==> src/rtl/hazard_scoreboard.sv <==
// Hazard/forwarding controller for the decode stage: tracks in-flight destination
// writes across DEPTH post-decode stages, picks per-operand forwarding sources and detects load-use stalls.
module hazard_scoreboard #(
  parameter int ADDR_W         = 3,
  parameter int NSRC           = 2,
  parameter int DEPTH          = 3,
  parameter int LOAD_STAGE     = 2,
  parameter int RF_WRITE_FIRST = 0,
  parameter int CNT_W          = 16,
  parameter int SEL_W          = $clog2(DEPTH + 1)
) (
  input  logic                    clk,
  input  logic                    rst,
  input  logic                    id_valid,
  input  logic [NSRC*ADDR_W-1:0]  id_src_addr,
  input  logic [NSRC-1:0]         id_src_used,
  input  logic [ADDR_W-1:0]       id_dst_addr,
  input  logic                    id_reg_write,
  input  logic                    id_mem_read,
  input  logic                    flush_in,
  output logic                    stall,
  output logic [NSRC*SEL_W-1:0]   fwd_sel,
  output logic [CNT_W-1:0]        stall_cnt
);

  // With a write-first regfile the oldest stage is already visible through the regfile read.
  localparam int MATCH_TOP = (RF_WRITE_FIRST != 0) ? DEPTH - 1 : DEPTH;

  logic [DEPTH:1]    ent_v;
  logic [DEPTH:1]    ent_rw;
  logic [DEPTH:1]    ent_ld;
  logic [ADDR_W-1:0] ent_dst [1:DEPTH];
  logic              issue;
  logic              hazard;

  function automatic logic [CNT_W-1:0] sat_inc(input logic [CNT_W-1:0] c);
    return (&c) ? c : c + 1'b1;
  endfunction

  assign issue = id_valid & ~stall & ~flush_in;

  // Stage boundary: decode -> stage 1, then stage k-1 -> stage k
  always_ff @(posedge clk or negedge rst) begin
    if (!rst) begin
      ent_v  <= '0;
      ent_rw <= '0;
      ent_ld <= '0;
    end else begin
      ent_v[1]  <= issue;
      ent_rw[1] <= issue & id_reg_write;
      ent_ld[1] <= issue & id_mem_read;
      for (int k = 2; k <= DEPTH; k++) begin
        ent_v[k]  <= ent_v[k-1];
        ent_rw[k] <= ent_rw[k-1];
        ent_ld[k] <= ent_ld[k-1];
      end
    end
  end

  // Destination addresses are qualified by ent_v, so they carry no reset.
  always_ff @(posedge clk) begin
    ent_dst[1] <= issue ? id_dst_addr : '0;
    for (int k = 2; k <= DEPTH; k++) begin
      ent_dst[k] <= ent_dst[k-1];
    end
  end

  always_comb begin
    hazard  = 1'b0;
    fwd_sel = '0;
    for (int i = 0; i < NSRC; i++) begin
      int   win_k;
      logic win_ld;
      win_k  = 0;
      win_ld = 1'b0;
      // Scan oldest to youngest so the youngest match is the one that sticks.
      for (int k = MATCH_TOP; k >= 1; k--) begin
        if (id_valid && id_src_used[i] && ent_v[k] && ent_rw[k] &&
            (ent_dst[k] == id_src_addr[i*ADDR_W +: ADDR_W])) begin
          win_k  = k;
          win_ld = ent_ld[k];
        end
      end
      if (win_ld && (win_k < LOAD_STAGE)) begin
        hazard = 1'b1;
      end
      if (!flush_in) begin
        fwd_sel[i*SEL_W +: SEL_W] = SEL_W'(win_k);
      end
    end
    stall = hazard & ~flush_in;
  end

  always_ff @(posedge clk or negedge rst) begin
    if (!rst) begin
      stall_cnt <= '0;
    end else if (stall) begin
      stall_cnt <= sat_inc(stall_cnt);
    end
  end

endmodule

==> config.mk <==
export PLATFORM = sky130hd
export DESIGN_NAME = hazard_scoreboard
export DESIGN_NICKNAME = d
export VERILOG_FILES = /design/src/rtl/hazard_scoreboard.sv
export SDC_FILE = /design/constraint.sdc
export NUM_CORES = 1
export LEC_CHECK = 0
export BUFFER_PORTS_ARGS = -buffer_cell sky130_fd_sc_hd__buf_2
export CAP_MARGIN = 20
export CORE_MARGIN = 2
export CORE_UTILIZATION = 47
export DETAILED_ROUTE_END_ITERATION = 8
export MAX_ROUTING_LAYER = met4
export PLACE_DENSITY_LB_ADDON = 0.15
export REMOVE_ABC_BUFFERS = 1
export SKIP_CTS_REPAIR_TIMING = 1
export SLEW_MARGIN = 10
export SYNTH_ARGS = -nofsm -noshare
export SYNTH_HDL_FRONTEND = slang
export SYNTH_SLANG_ARGS = --single-unit
==> constraint.sdc <==
create_clock -name clk -period 1.6 [get_ports clk]
set_input_delay 0.08 -clock clk [delete_from_list [all_inputs] [get_ports clk]]
set_output_delay 0.08 -clock clk [all_outputs]
set_load 0.02 [all_outputs]
==> implementation parameters <==
Parameter                              Value

Logic synthesis
  Share of the synthesized area in the top cell type ... 0.380
  Area share of xor/xnor cells in the synthesized design ... 0.185
  Cell count after synthesis ... 137
  Number of flops mapped to enable cells by yosys ... 0
  Library cells used by synthesis ... 25
  Async set-reset flop share out of synthesis ... 0.719
  Mux share of post-synthesis cell area ... 0.0198
  Compound-Gate Fraction of Synth Area ... 0.0239
  Number of storage elements in the synthesis netlist ... 32
  Adder and majority cell fraction of the synthesized area ... 0.00825
  Number of warnings reported in the yosys synthesis log ... 0
  Commonest cells in the synthesized netlist ... 25 x sky130_fd_sc_hd__xor2_1, 23 x sky130_fd_sc_hd__dfrtp_1, 14 x sky130_fd_sc_hd__nand4_1, 14 x sky130_fd_sc_hd__nor2_1, 9 x sky130_fd_sc_hd__dfxtp_1
  Top cells by area, synth ... sky130_fd_sc_hd__dfrtp_1 38%, sky130_fd_sc_hd__xor2_1 14%, sky130_fd_sc_hd__dfxtp_1 12%, sky130_fd_sc_hd__nand4_1 5.8%, sky130_fd_sc_hd__xnor2_1 4.0%
  Combinational family with the most area after synthesis ... simple AND/OR/NAND/NOR gates
  Area of the mapped netlist ... 0.00152 mm2
  Most frequent cell after synthesis ... sky130_fd_sc_hd__xor2_1
  Yosys top cell by area ... sky130_fd_sc_hd__dfrtp_1
  Fraction of the yosys area taken by sequential cells ... 0.498
  Post-synthesis average cell area ... 11.1 um2
  Main flop type after synthesis ... sky130_fd_sc_hd__dfrtp_1
  Synth Area in Simple Gates ... 0.260

Routing
  Total wire length ... 3650 um
  Detailed Routing Iterations Pass 1 ... 4
  Drt via density ... 4.99
  Vias ... 1327
  Routed wirelength normalized by instance count ... 13.7 um
  Residual DRC count ... 0
  Number of nets with antenna violations after detailed routing ... 0
  Starting DRC count in detailed routing ... 70

Worst setup path
  Arrival time of the worst setup path ... 1800 ps
  Setup crit start kind ... flop
  Reg-to-reg startpoint ... ent_rw[1]$_DFF_PN0_
  Worst flop-to-flop path endpoint ... stall_cnt[1]$_DFFE_PN0P_
  Worst Setup End Kind ... primary output
  Category of the critical setup timing path ... flop to primary output
  Number of cells traversed by the worst register-to-register path ... 6
  Critical path data required time ... 1520 ps
  Max Fanout on Critical Path ... 3
  Setup slack of the worst register-to-register path ... -190 ps

Clock network
  Insertion delay to the later sink of the worst-skew pair ... 340 ps
  Max H-tree Level ... 2
  Clock-pin slew on the worst setup and hold paths ... 100 ps
  Maximum root-to-sink buffer count ... 2
  TritonCTS Buffers ... 5
  Clock net sink count ... 32
  TritonCTS clock tree ... yes
  CTS root buf ... sky130_fd_sc_hd__clkbuf_4

Timing
  Period Utilization, post-route ... 1.17
  Rel. slew slack ... 0.661
  Final setup margin ... -279 ps
  Count of endpoints failing hold in the final timing report ... 0
  Final Skew ... 14.6 ps
  Minimum hold slack ... 240 ps
  Setup repair after global routing missed its margin ... true
  Fmax ... 532 MHz
  Final max-slew violation count ... 0
  Final setup violation count ... 27
  Pin slew with the least headroom to its limit ... 509 ps
  Shortest clock period the worst path allows after layout ... 1880 ps

Outcome
  Status ... complete, but fails checks
  Violations in the final reports ... negative setup slack

Die
  Number of rows in the core area ... 20
  Die width ... 60.8 um
  Core Footprint ... 0.00305 mm2
  Number of placed I/O pins ... 38
  Die boundary height ... 60.8 um
  Overall die area ... 0.00370 mm2
  Initial Util ... 0.497

Finish
  Area overhead of the layout relative to synthesis ... 46.8%
  Antenna diode instance count ... 0
  Cell area after layout ... 0.00223 mm2
  Layout cell share with drive strength beyond 1 ... 0.455
  Number of nets at the end of the flow ... 239

Global routing
  Number of antenna violations at the first check in global routing ... 0
  Wire length of the first global-routing pass ... 5650 um
  Via count of the first global-routing pass ... 1215
  Maximum number of pins on one net before global-route repair ... 24
  Tot GR Track Use ... 0.224
  Overflow left after global routing ... 0

Placement
  Half-perimeter wire length after placement ... 2700 um
  Final weighted congestion in routability-driven placement ... 0.858
  Port bufs ... 37
  Placed standard-cell area ... 0.00195 mm2

Job
  Max-capacitance violation count ... 0

Power and ir drop
  Pleak ... 1.13 nW
  Power density relative to cell area ... 627 mW/mm2
  IR Drop Worst-Case VDD ... 0.496 mV

Min path
  Type of the most critical hold path ... input port to asynchronous set/reset pin
## area by class of cell
class | instances | area, um2
Timing Repair Buffer | 78 | 549
Clock inverter | 1 | 5.00
Multi-Input combinational cell | 103 | 808
Clock buffer | 7 | 45.0
Tap cell | 44 | 55.1
Inverter | 1 | 3.75
Sequential cell | 32 | 759
Fill cell | 241 | 827
## cells by family after synthesis
logic type | Yosys count
and+or+nand+nor | 65
xor gates and xnor gates | 32
DFF | 32
AOI/OAI and AO/OA | 3
buffers and inverters | 2
muxes | 2
adders and majority gates | 1
## critical path, stage by stage, from the launching register on
cell and delay, ps:
sky130_fd_sc_hd__dfrtp_1 390, sky130_fd_sc_hd__nand4_1 180, sky130_fd_sc_hd__nor4_4 350, sky130_fd_sc_hd__buf_4 190, sky130_fd_sc_hd__buf_6 100, sky130_fd_sc_hd__nor2_2 30
sky130_fd_sc_hd__nor2_1 90, sky130_fd_sc_hd__buf_4 140
## state kept, by name, summed over array words and instances, names as in the netlist
name,cells
ent_dst,9
ent_v,3
stall_cnt,16
ent_ld,1
ent_rw,3
## layout by cell type, fill, tap and decap left out, types with 3 or more instances in the layout
| master | synthesis | layout |
|---|---|---|
| sky130_fd_sc_hd__buf_4 | 0 | 29 |
| sky130_fd_sc_hd__dfxtp_1 | 9 | 6 |
| sky130_fd_sc_hd__nand3_1 | 4 | 4 |
| sky130_fd_sc_hd__dfrtp_1 | 23 | 23 |
| sky130_fd_sc_hd__and2_4 | 0 | 5 |
| sky130_fd_sc_hd__and3_1 | 4 | 4 |
| sky130_fd_sc_hd__nor2_1 | 14 | 13 |
| sky130_fd_sc_hd__xnor2_1 | 7 | 7 |
| sky130_fd_sc_hd__nand2_1 | 6 | 5 |
| sky130_fd_sc_hd__xor2_1 | 25 | 20 |
| sky130_fd_sc_hd__xor2_2 | 0 | 5 |
| sky130_fd_sc_hd__clkbuf_4 | 0 | 5 |
| sky130_fd_sc_hd__nand4_1 | 14 | 14 |
| sky130_fd_sc_hd__nor4_1 | 4 | 4 |
| sky130_fd_sc_hd__dfxtp_2 | 0 | 3 |
| sky130_fd_sc_hd__nor2b_1 | 5 | 5 |
| sky130_fd_sc_hd__buf_6 | 0 | 9 |
| sky130_fd_sc_hd__nor3_1 | 3 | 3 |
| sky130_fd_sc_hd__buf_2 | 0 | 34 |
| sky130_fd_sc_hd__dlygate4sd3_1 | 0 | 6 |
## where the power goes
group          internal (mW)  leakage (nW)  switching [mW]
registers              0.823         0.391          0.0164
logic                 0.0575         0.714          0.0647
clock network          0.171        0.0293           0.265
total                   1.05          1.13           0.346
## per-layer routing
layer  routed length [um]  track usage
met1                 1680        0.301
met2                 1740        0.320
met3                  174       0.0469
met4                   52        0.112
met5                    0            -
## how the worst max path moves through the flow
stage	startpoint	endpoint	slack, ps	cells after the start
2_1_floorplan	stall_cnt[0]$_DFFE_PN0P_	stall_cnt[1]$_DFFE_PN0P_	-260	5
3_3_place_gp	ent_dst[0][3]$_SDFF_PN0_	stall_cnt[12]$_DFFE_PN0P_	-70	5
3_5_place_dp	stall_cnt[0]$_DFFE_PN0P_	stall_cnt[1]$_DFFE_PN0P_	-90	5
5_1_grt	ent_v[1]$_DFF_PN0_	fwd_sel[0]	-390	7
6_report	ent_rw[1]$_DFF_PN0_	fwd_sel[2]	-280	7
4_1_cts	ent_dst[0][3]$_SDFF_PN0_	stall	-330	5
## stage by stage
| step | std cells | util | setup WS (ps) | TNS, ps | power (mW) |
|---|---|---|---|---|---|
| after global placement | 243 | 0.638 | -72.9 | -531 | 0.945 |
| after CTS | 251 | 0.655 | -331 | -2300 | 1.38 |
| final | 266 | 0.729 | -279 | -3720 | 1.40 |
| after global routing | 266 | 0.729 | -389 | -6760 | 1.46 |
| after detailed placement | 243 | 0.638 | -91.2 | -971 | 0.950 |
| after floorplan | 136 | - | -264 | -1780 | 0.891 |
(Power assumes the default switching activity.)
